`src/rtl/div_pkg.sv`:
```
// Shared definitions for the sequential 2N-by-N restoring divider:
// state encoding, default operand width and bit-counter sizing.
package div_pkg;

  localparam int unsigned DIV_N = 8;

  typedef enum logic [1:0] {
    IDLE = 2'd0,
    CALC = 2'd1,
    DONE = 2'd2
  } state_t;

  function automatic int unsigned cnt_width(input int unsigned n);
    return (n > 1) ? $clog2(n) : 1;
  endfunction

  localparam int unsigned DIV_CNT_W = cnt_width(DIV_N);

endpackage

```
`src/rtl/div_step.sv`:
```
// One combinational restoring-division step: shift in a dividend bit,
// subtract the divisor when it fits, and report the resulting quotient bit.
import div_pkg::*;

module div_step #(
  parameter int N = DIV_N
) (
  input  logic [N-1:0] r,
  input  logic         in_bit,
  input  logic [N-1:0] divisor,
  output logic [N-1:0] r_next,
  output logic         qbit
);

  logic [N:0] t;

  // The compare is N+1 bits wide; once t >= divisor the true difference is
  // below divisor, so the low N bits of the subtraction are exact.
  always_comb begin
    t      = {r, in_bit};
    qbit   = (t >= {1'b0, divisor});
    r_next = qbit ? (t[N-1:0] - divisor) : t[N-1:0];
  end

endmodule

```
`src/rtl/seq_div_2nby_n.sv`:
```
// Iterative 2N-by-N unsigned restoring divider with valid/ready handshakes,
// retiring one quotient bit per cycle; used to back-solve multiplier operands.
import div_pkg::*;

module seq_div_2nby_n #(
  parameter int N = DIV_N
) (
  input  logic           clk,
  input  logic           rst,
  input  logic           in_valid,
  output logic           in_ready,
  input  logic [2*N-1:0] dividend,
  input  logic [N-1:0]   divisor,
  output logic           out_valid,
  input  logic           out_ready,
  output logic [N-1:0]   quotient,
  output logic [N-1:0]   remainder,
  output logic           div_by_zero,
  output logic           overflow
);

  localparam int CW = cnt_width(N);

  state_t        state_q, state_d;
  logic [CW-1:0] cnt_q, cnt_d;
  logic [N-1:0]  divisor_q, divisor_d;
  logic [N-1:0]  qsh_q, qsh_d;
  logic [N-1:0]  r_q, r_d;
  logic [N-1:0]  quotient_q, quotient_d;
  logic [N-1:0]  remainder_q, remainder_d;
  logic          dbz_q, dbz_d;
  logic          ovf_q, ovf_d;

  logic [N-1:0]  stepR;
  logic          stepQbit;

  div_step #(.N(N)) u_step (
    .r       (r_q),
    .in_bit  (qsh_q[N-1]),
    .divisor (divisor_q),
    .r_next  (stepR),
    .qbit    (stepQbit)
  );

  always_comb begin
    state_d     = state_q;
    cnt_d       = cnt_q;
    divisor_d   = divisor_q;
    qsh_d       = qsh_q;
    r_d         = r_q;
    quotient_d  = quotient_q;
    remainder_d = remainder_q;
    dbz_d       = dbz_q;
    ovf_d       = ovf_q;

    case (state_q)
      IDLE: begin
        if (in_valid) begin
          divisor_d = divisor;
          qsh_d     = dividend[N-1:0];
          r_d       = dividend[2*N-1:N];
          cnt_d     = CW'(N - 1);
          // Exceptions resolve immediately; divide-by-zero wins over overflow.
          if (divisor == '0) begin
            state_d     = DONE;
            quotient_d  = '1;
            remainder_d = dividend[N-1:0];
            dbz_d       = 1'b1;
            ovf_d       = 1'b0;
          end else if (dividend[2*N-1:N] >= divisor) begin
            state_d     = DONE;
            quotient_d  = '1;
            remainder_d = '0;
            dbz_d       = 1'b0;
            ovf_d       = 1'b1;
          end else begin
            state_d = CALC;
          end
        end
      end
      CALC: begin
        qsh_d = {qsh_q[N-2:0], stepQbit};
        r_d   = stepR;
        if (cnt_q == '0) begin
          state_d     = DONE;
          quotient_d  = {qsh_q[N-2:0], stepQbit};
          remainder_d = stepR;
          dbz_d       = 1'b0;
          ovf_d       = 1'b0;
        end else begin
          cnt_d = cnt_q - CW'(1);
        end
      end
      DONE: begin
        if (out_ready) state_d = IDLE;
      end
      default: state_d = IDLE;
    endcase
  end

  always_ff @(posedge clk) begin
    if (rst) begin
      state_q     <= IDLE;
      cnt_q       <= '0;
      divisor_q   <= '0;
      qsh_q       <= '0;
      r_q         <= '0;
      quotient_q  <= '0;
      remainder_q <= '0;
      dbz_q       <= 1'b0;
      ovf_q       <= 1'b0;
    end else begin
      state_q     <= state_d;
      cnt_q       <= cnt_d;
      divisor_q   <= divisor_d;
      qsh_q       <= qsh_d;
      r_q         <= r_d;
      quotient_q  <= quotient_d;
      remainder_q <= remainder_d;
      dbz_q       <= dbz_d;
      ovf_q       <= ovf_d;
    end
  end

  assign in_ready    = (state_q == IDLE) && !rst;
  assign out_valid   = (state_q == DONE);
  assign quotient    = quotient_q;
  assign remainder   = remainder_q;
  assign div_by_zero = dbz_q;
  assign overflow    = ovf_q;

endmodule

```
`config.mk`:
```
export PLATFORM = sky130hd
export DESIGN_NAME = seq_div_2nby_n
export DESIGN_NICKNAME = d
export VERILOG_FILES = /design/src/rtl/div_pkg.sv /design/src/rtl/div_step.sv /design/src/rtl/seq_div_2nby_n.sv
export SDC_FILE = /design/constraint.sdc
export NUM_CORES = 1
export LEC_CHECK = 0
export CAP_MARGIN = 20
export CORE_MARGIN = 2
export CORE_UTILIZATION = 40
export DETAILED_ROUTE_END_ITERATION = 12
export PLACE_DENSITY = 0.73
export SLEW_MARGIN = 20
export SYNTH_ARGS = -nofsm -noshare
export SYNTH_HDL_FRONTEND = slang
export SYNTH_SLANG_ARGS = --single-unit
```
`constraint.sdc`:
```
create_clock -name clk -period 2.5 [get_ports clk]
set_clock_uncertainty 0.1 [all_clocks]
set_input_delay 0.5 -clock clk [delete_from_list [all_inputs] [get_ports clk]]
set_output_delay 0.5 -clock clk [all_outputs]
set_load 0.02 [all_outputs]
```
## Yosys cells after proc, flatten, opt, wreduce, memory -nomap -nowiden

Index checks and enable logic that the tools add are counted.
W data, S select, Z words.

| storage, ports and cells | value |
|---|---|
| output and inout bits | 20 |
| bits in registers | 47 |
| input port bits | 28 |

| cells by class | value |
|---|---|
| mux-type cells | 33 |
| reduce and logical (&&, ||, !) cells | 11 |
| add/sub/neg operators | 2 |
| order comparisons | 2 |
| equality and inequality tests | 7 |

Operators by type and width:

| kind | number |
|---|---|
| $mux W8 | 11 |
| $pmux W8 S2 | 4 |
| $mux W2 | 5 |
| $ge A9 B8 Y1 | 1 |
| $ge A8 B8 Y1 | 1 |
| $logic_not A8 Y1 | 1 |
| $sub A8 B8 Y8 | 1 |
| $mux W1 | 7 |
| $mux W3 | 2 |
| $ne A2 B2 Y1 const B | 3 |
| $pmux W2 S3 | 1 |
| $pmux W3 S2 | 1 |
| $reduce_and A3 Y1 | 2 |
| $pmux W1 S2 | 2 |
| $reduce_and A2 Y1 | 2 |
| $reduce_and A4 Y1 | 1 |
| $logic_not A3 Y1 | 1 |
| $ne A3 B3 Y1 const B | 1 |
| $sub A3 B1 Y3 const B | 1 |
| $eq A2 B1 Y1 const B | 1 |
| $eq A2 B2 Y1 const B | 1 |
| $logic_not A2 Y1 | 1 |
| $ne A2 B1 Y1 const B | 1 |
| $reduce_bool A2 Y1 | 1 |
| other kinds (2) | 2 |

## Longest topological paths before layout

Gate-level depths: netlist of run 1.

| depth | value |
|---|---|
| word-level depth | 5 |
| mapped depth | 10 |
| depth with buffers taken out | 9 |

## Cells and area by module

Synthesis of run 1 repeated with hierarchy kept, for this count alone.

| unflattened totals | value |
|---|---|
| cell total of the unflattened synthesis | 347 |
| area, all modules | 2781.4 sq um |

Modules (own cells, without submodules):

| module | times used | area each (sq um) | cells an instance | sequential area each (sq um) |
|---|---|---|---|---|
| seq_div_2nby_n | 1 | 2269.7 | 277 | 940.9 |
| div_step | 1 | 511.7 | 70 | 0.0 |

## Least setup slack after synthesis of run 1

Ideal clock, no wire load.

| timing path | value |
|---|---|
| path type | input to register |
| from | input port divisor[5] |
| to | register quotient_q[0] (netlist: quotient[0]) |
| data arrival time | 1963 ps |
| required time | 2309 ps |
| buffers on the path | 1 |
| library setup time | 91 ps |
| setup slack | 346 ps |
| stages | 8 |
| cells stage by stage | inv_1 ha_1 a2111oi_0 nor3_1 a21boi_2 nor2_4 buf_6 a311oi_1 |

| between the ends | value |
|---|---|
| longest elaborated chain between the ends | 4 |
| elaborated cells on any way between the ends | 7 |
| classes of those cells | order compare: 1; eq/ne: 1; mux: 3; reduce/logical: 2 |

RTL lines:

| what | line | text |
|---|---|---|
| from (decl) | seq_div_2nby_n.sv:13 | `input logic [N-1:0] divisor,` |
| parallel branches: the longest is 4 deep, another holds $ge A8 B8 Y1 | - |  |
| to (signal assigned) | seq_div_2nby_n.sv:118 | `quotient_q <= quotient_d;` |
| to (decl) | seq_div_2nby_n.sv:29 | `logic [N-1:0] quotient_q, quotient_d;` |

Several ways; the timed one is not identified. The select of a mux whose other input is x is not followed.
A chain may end at the register's enable or synchronous reset.

## Final worst setup path of run 1

| timing path | value |
|---|---|
| from | input port divisor[4] |
| to | register ovf_q (netlist: overflow) |

| between the ends | value |
|---|---|
| longest elaborated chain between the ends | 4 |
| elaborated cells on any way between the ends | 7 |
| classes of those cells | order compare: 1; eq/ne: 1; mux: 3; reduce/logical: 2 |

RTL lines:

| what | line | text |
|---|---|---|
| parallel branches: the longest is 4 deep, another holds $ge A8 B8 Y1 | - |  |
| to (signal assigned) | seq_div_2nby_n.sv:121 | `ovf_q <= ovf_d;` |
| to (decl) | seq_div_2nby_n.sv:32 | `logic ovf_q, ovf_d;` |

Several ways; the timed one is not identified. The select of a mux whose other input is x is not followed.

==> reports/metrics.csv, run 1 <==
metric,value,unit
status,"finished, final reports clean",
cts_htree_levels,2,
hold_violations,0,
clkSinkCount,47,
drc,0,
syn_area,2660,um2
grt_pass1_wl,12.0,mm
grt_pass1_vias,2556,
reg2reg_to,quotient[6],
crit_fanout,4,
vias,2699,
worst_slew_pin_slew,1050,ps
worstPathCellList,clkdlybuf4s50_1 > inv_1 > ha_4 > buf_4 > a2111oi_4 > o21ai_2 > a21boi_2 > buf_6 > buf_4 > o21ai_0 > a21oi_1,
hold_start,divisor_q[3],
vdd_drop_max,423,uV
initial_core_util,0.417,
multiInputGateArea,1660,um2
cp_common_cell,buf_4,
synthCells,343,
num_rows,29,
synth_common_cells,"75 x nand2_1, 47 x dfxtp_1, 37 x nor2_1",
n_antenna_cell,0,
holdPathStages,2,
timing.rr.start,cnt_q[0],
place_area,3370,um2
seq_area_frac_synth,0.353,
netlist-cell-type-count,47,
ctsRootBufferMaster,clkbuf_8,
drive_above_1_share,0.175,
power_leakage,1.46,nW
ant_nets,0,
utilization,0.572,
clk_pin_slew,90,ps
clk_latency,300,ps
routed_wl,7.47,mm
overflow,0,
synth_ff_type,dfxtp_1,
io_pins,48,
core_area,6390,um2
numCtsBuffers,5,
min_to,divisor_q[3],
cts_buffer_depth,2,
synth-seq-cells,47,
die_area,7330,um2
yosys_warnings,0,
setup_tns,0,ps
final_nets,464,
relSlewSlack,0.302,
num-fill-cells,561,
dpl.hpwl,5.24,mm
criticalPathCategory,input pin to flip-flop,
synth_most_common_cell,nand2_1,
fin_ws,37.1,ps
period_share,0.985,
die-width,85.6,um
setup_viol,0,
cts_hold_buf,0,
layout_min_cycle_time,2460,ps
io_buffer_count,47,
final_area,3650,um2
area.sequential,941,um2
grtUsageTotal,0.204,
required,2630,ps
via_per_inst,5.45,
place_congestion,0.844,
synth-edff-count,0,
reg2reg_slack,80,ps
grt_max_degree,48,
cp-start-kind,input pin,
fmax,0.406,GHz
p_per_area,704,nW/um2
antenna_found_initial,0,
ys_async_sr_fraction,0,
drv_cap,0,
cp_slowest_cell,clkdlybuf4s50_1,
first_pass_iters,5,
wl_per_cell,15.1,um
synth_nets,390,
yosys.area.top_type_share,0.353,
postSynthAreaPerCell,7.77,um2
fp.dieH,85.6,um
cpPeakStageDelay,480,ps
hold_slack,365,ps
synth_area_leaders,"dfxtp_1 35%, nand2_1 11%, ha_1 8.5%",
yosysTopAreaCell,dfxtp_1,
hp-class,flip-flop to flip-flop,
worstPathArrival,2590,ps
post-place-ws,-469,ps
cts_tree,built,
first_iter_violations,231,
worstRegToRegCells,6,
end_kind,flip-flop,
slew_viol_final,0,
syn_to_final_growth,37.2,%
==> cells in the final DEF (no fill, tap or decap), types with 2 or more instances in the layout <==
cell type	count
ha_1	16
a211o_1	2
a311oi_2	3
dfxtp_1	47
a211oi_1	8
clkdlybuf4s50_1	45
nand2b_1	3
inv_1	22
ha_4	2
a31oi_1	6
or2b_1	2
xnor2_1	2
nor3_1	10
nor2_1	36
clkbuf_8	5
buf_6	2
a2111oi_4	2
a311oi_1	13
nand2_1	75
nand3_1	5
a211oi_2	2
nor2_2	3
nor2b_1	5
o211ai_1	3
nor2_4	3
buf_4	32
o21ai_0	6
o211ai_2	2
nor3b_1	2
a21oi_1	25
nor4_2	2
==> metal layers <==
metal | wire, um | up-vias | track usage
met5 | 0 | - | 0
met4 | 77 | 0 | 0.0620
met3 | 550 | 6 | 0.0327
met2 | 3560 | 102 | 0.325
met1 | 3280 | 1243 | 0.284
li1 | - | 1348 | -
==> state kept, by name, summed over array words and instances (netlist names) <==
signal       count
qsh_q            8
divisor_q        8
remainder        8
state_q          2
cnt_q            3
div_by_zero      1
r_q              8
overflow         1
quotient         8
==> cell type report <==
type,instances,area share
flip-flops and latches,47,0.257
clock buffers,5,0.0188
well taps,77,0.0264
inverters,23,0.0236
repair buffers,82,0.206
multi-input cells,258,0.455
clock inverters,3,0.0127
==> cells by family after synthesis <==
family,Yosys count,synth area share
xor gates and xnor gates,2,0.00658
and+or+nand+nor,149,0.247
adders and majority gates,19,0.0921
buffers and inverters,42,0.0714
muxes,1,0.00376
AOI/OAI and AO/OA,83,0.226
DFF,47,0.353
==> critical path: cells and delay by family <==
kind / cells / cell delay, ps
buf+inv: 5 / 1000
compound gates: 5 / 910
fa+ha+maj: 1 / 180
==> how the worst max path moves through the flow <==
stage / cells past startpoint / end / from
4_1_cts: 10 / remainder[1] / divisor[5]
2_1_floorplan: 8 / quotient[0] / divisor[5]
3_3_place_gp: 9 / div_by_zero / divisor[5]
3_5_place_dp: 9 / remainder[7] / divisor[5]
5_1_grt: 11 / overflow / divisor[4]
6_report: 11 / overflow / divisor[4]
==> power breakdown <==
part	leakage, nW	internal, W	switching [W]
registers	0.387	0.000847	0.0000653
clock network	0.0548	0.000302	0.000278
logic	1.02	0.000490	0.000590
==> timing repair <==
item | in CTS | in global routing
pin swaps | 4 | 3
gates cloned | 3 | 1
resized for setup | 6 | 17
endpoints found under the setup margin | 19 | 21
buffers inserted | 2 | 1
==> through the flow <==
stage          cells  power [W]
2_1_floorplan    343    0.00158
3_3_place_gp     480    0.00185
5_1_grt          495    0.00271
4_1_cts          493    0.00248
6_report         495    0.00257
3_5_place_dp     480    0.00187
Power figures use the tool's default switching activity.
==> run 2, diff against run 1 <==
--- a/config.mk
+++ b/config.mk
@@ -6,7 +6,6 @@
 export NUM_CORES = 1
 export LEC_CHECK = 0
 export CAP_MARGIN = 20
-export CORE_MARGIN = 2
 export CORE_UTILIZATION = 40
 export DETAILED_ROUTE_END_ITERATION = 12
 export PLACE_DENSITY = 0.73
==> reports/metrics.csv, run 2 (synthesis results as in run 1) <==
metric,value,unit
cp_num_buf_inv,4,
hold_slack,359,ps
worstPathArrival,2600,ps
overflow,0,
cts_htree_levels,2,
hold_violations,0,
core_area,6390,um2
grtUsageTotal,0.217,
final_area,3630,um2
crit_fanout,7,
cts_tree,built,
vias,2758,
power_leakage,1.46,nW
status,"finished, final reports clean",
vdd_drop_max,414,uV
relSlewSlack,0.477,
p_comb_frac,0.443,
setup_viol,0,
slew_viol_final,0,
period_share,0.988,
antenna_found_initial,0,
cpPeakStageDelay,490,ps
criticalPathCategory,input pin to flip-flop,
die-width,83.6,um
cp_slowest_cell,clkdlybuf4s50_1,
p_sw_frac,0.380,
die_area,6990,um2
final_nets,465,
p_per_area,685,nW/um2
drc,0,
via_per_inst,5.56,
power_frac_clock,0.191,
fp.dieH,83.6,um
layout_commonest_cell,nand2_1,
end_kind,flip-flop,
place_area,3370,um2
grt_pass1_vias,2578,
drive_above_1_share,0.181,
cts_hold_buf,0,
hp-class,flip-flop to flip-flop,
clkSinkCount,47,
final_cell_mix,"75 x nand2_1, 47 x dfxtp_1, 46 x clkdlybuf4s50_1",
syn_to_final_growth,36.3,%
io_pins,48,
place_congestion,0.829,
layout_min_cycle_time,2470,ps
power_switching,0.000944,W
num_rows,29,
wl_per_cell,15.2,um
routed_wl,7.52,mm
ant_nets,0,
internal_power,0.00154,W
dpl.hpwl,5.23,mm
utilization,0.568,
required,2630,ps
drv_cap,0,
cts_buffer_depth,2,
worst_slew_pin_slew,784,ps
first_pass_iters,5,
pwr-share-seq,0.367,
io_buffer_count,47,
fmax,0.405,GHz
grt_max_degree,48,
critical-path-top-delay-family,compound AO/OA/AOI/OAI gates,
clk_pin_slew,90,ps
setup_tns,0,ps
worstPathCellList,clkdlybuf4s50_1 > inv_2 > ha_4 > buf_4 > a2111oi_4 > o21ai_1 > a21boi_2 > buf_6 > nor2_2 > a311oi_2,
first_iter_violations,325,
ctsRootBufferMaster,clkbuf_8,
clk_latency,310,ps
initial_core_util,0.417,
grt_pass1_wl,12.2,mm
numCtsBuffers,5,
cp-start-kind,input pin,
n_antenna_cell,0,
==> run 2: metal layers <==
metal | GRT usage | part of all wire | wire (um)
met5 | 0 | 0 | 0
met4 | 0.0663 | 0.011 | 85
met3 | 0.0396 | 0.061 | 459
met2 | 0.358 | 0.48 | 3640
met1 | 0.287 | 0.44 | 3330
==> run 2: layout make-up <==
cell class | instances | area (um2)
inverter | 23 | 86.3
clock inverter | 3 | 18.8
clock buffer | 5 | 68.8
sequential | 47 | 941
multi-input combinational | 259 | 1670
fill | 572 | 2760
timing repair buffer | 82 | 752
tap | 77 | 96.3
==> run 2: worst paths after layout <==
| kind | depth (start not counted) | startpoint | end | slack (ps) |
|---|---|---|---|---|
| max | 10 | divisor[5] | remainder[6] | 30 |
| min | 2 | divisor_q[7] | divisor_q[7] | 360 |
| max reg2reg | 9 | qsh_q[7] | remainder[6] | 130 |
| min reg2reg | 2 | divisor_q[7] | divisor_q[7] | 360 |
==> run 2: what timing repair did <==
item,4_1_cts,5_1_grt
hold endpoints to repair,0,0
resized for setup,7,16
setup buffers,1,2
gates cloned,3,2
pin swaps,5,5
endpoints found under the setup margin,19,22
==> run 2: worst min-delay path, delay by kind of cell (launching register included) <==
kind / cells / cell delay [ps]
DFF: 1 / 320
and+or+nand+nor: 1 / 50
AOI/OAI and AO/OA: 1 / 50
==> run 2: power groups by stage <==
stage / clock, W / combinational, W / sequential (W)
2_1_floorplan: 0 / 0.000622 / 0.000957
3_3_place_gp: 0 / 0.000922 / 0.000922
3_5_place_dp: 0 / 0.000950 / 0.000925
4_1_cts: 0.000480 / 0.000994 / 0.000908
5_1_grt: 0.000512 / 0.00120 / 0.000923
6_report: 0.000474 / 0.00110 / 0.000912
==> run 2: per-stage QoR <==
| step | instances | total power, W | setup WS (ps) |
|---|---|---|---|
| after floorplan | 343 | 0.00158 | 346 |
| final | 496 | 0.00249 | 30.6 |
| after global routing | 496 | 0.00263 | -24.6 |
| after global placement | 480 | 0.00184 | -419 |
| after CTS | 492 | 0.00238 | 7.37 |
| after detailed placement | 480 | 0.00188 | -486 |
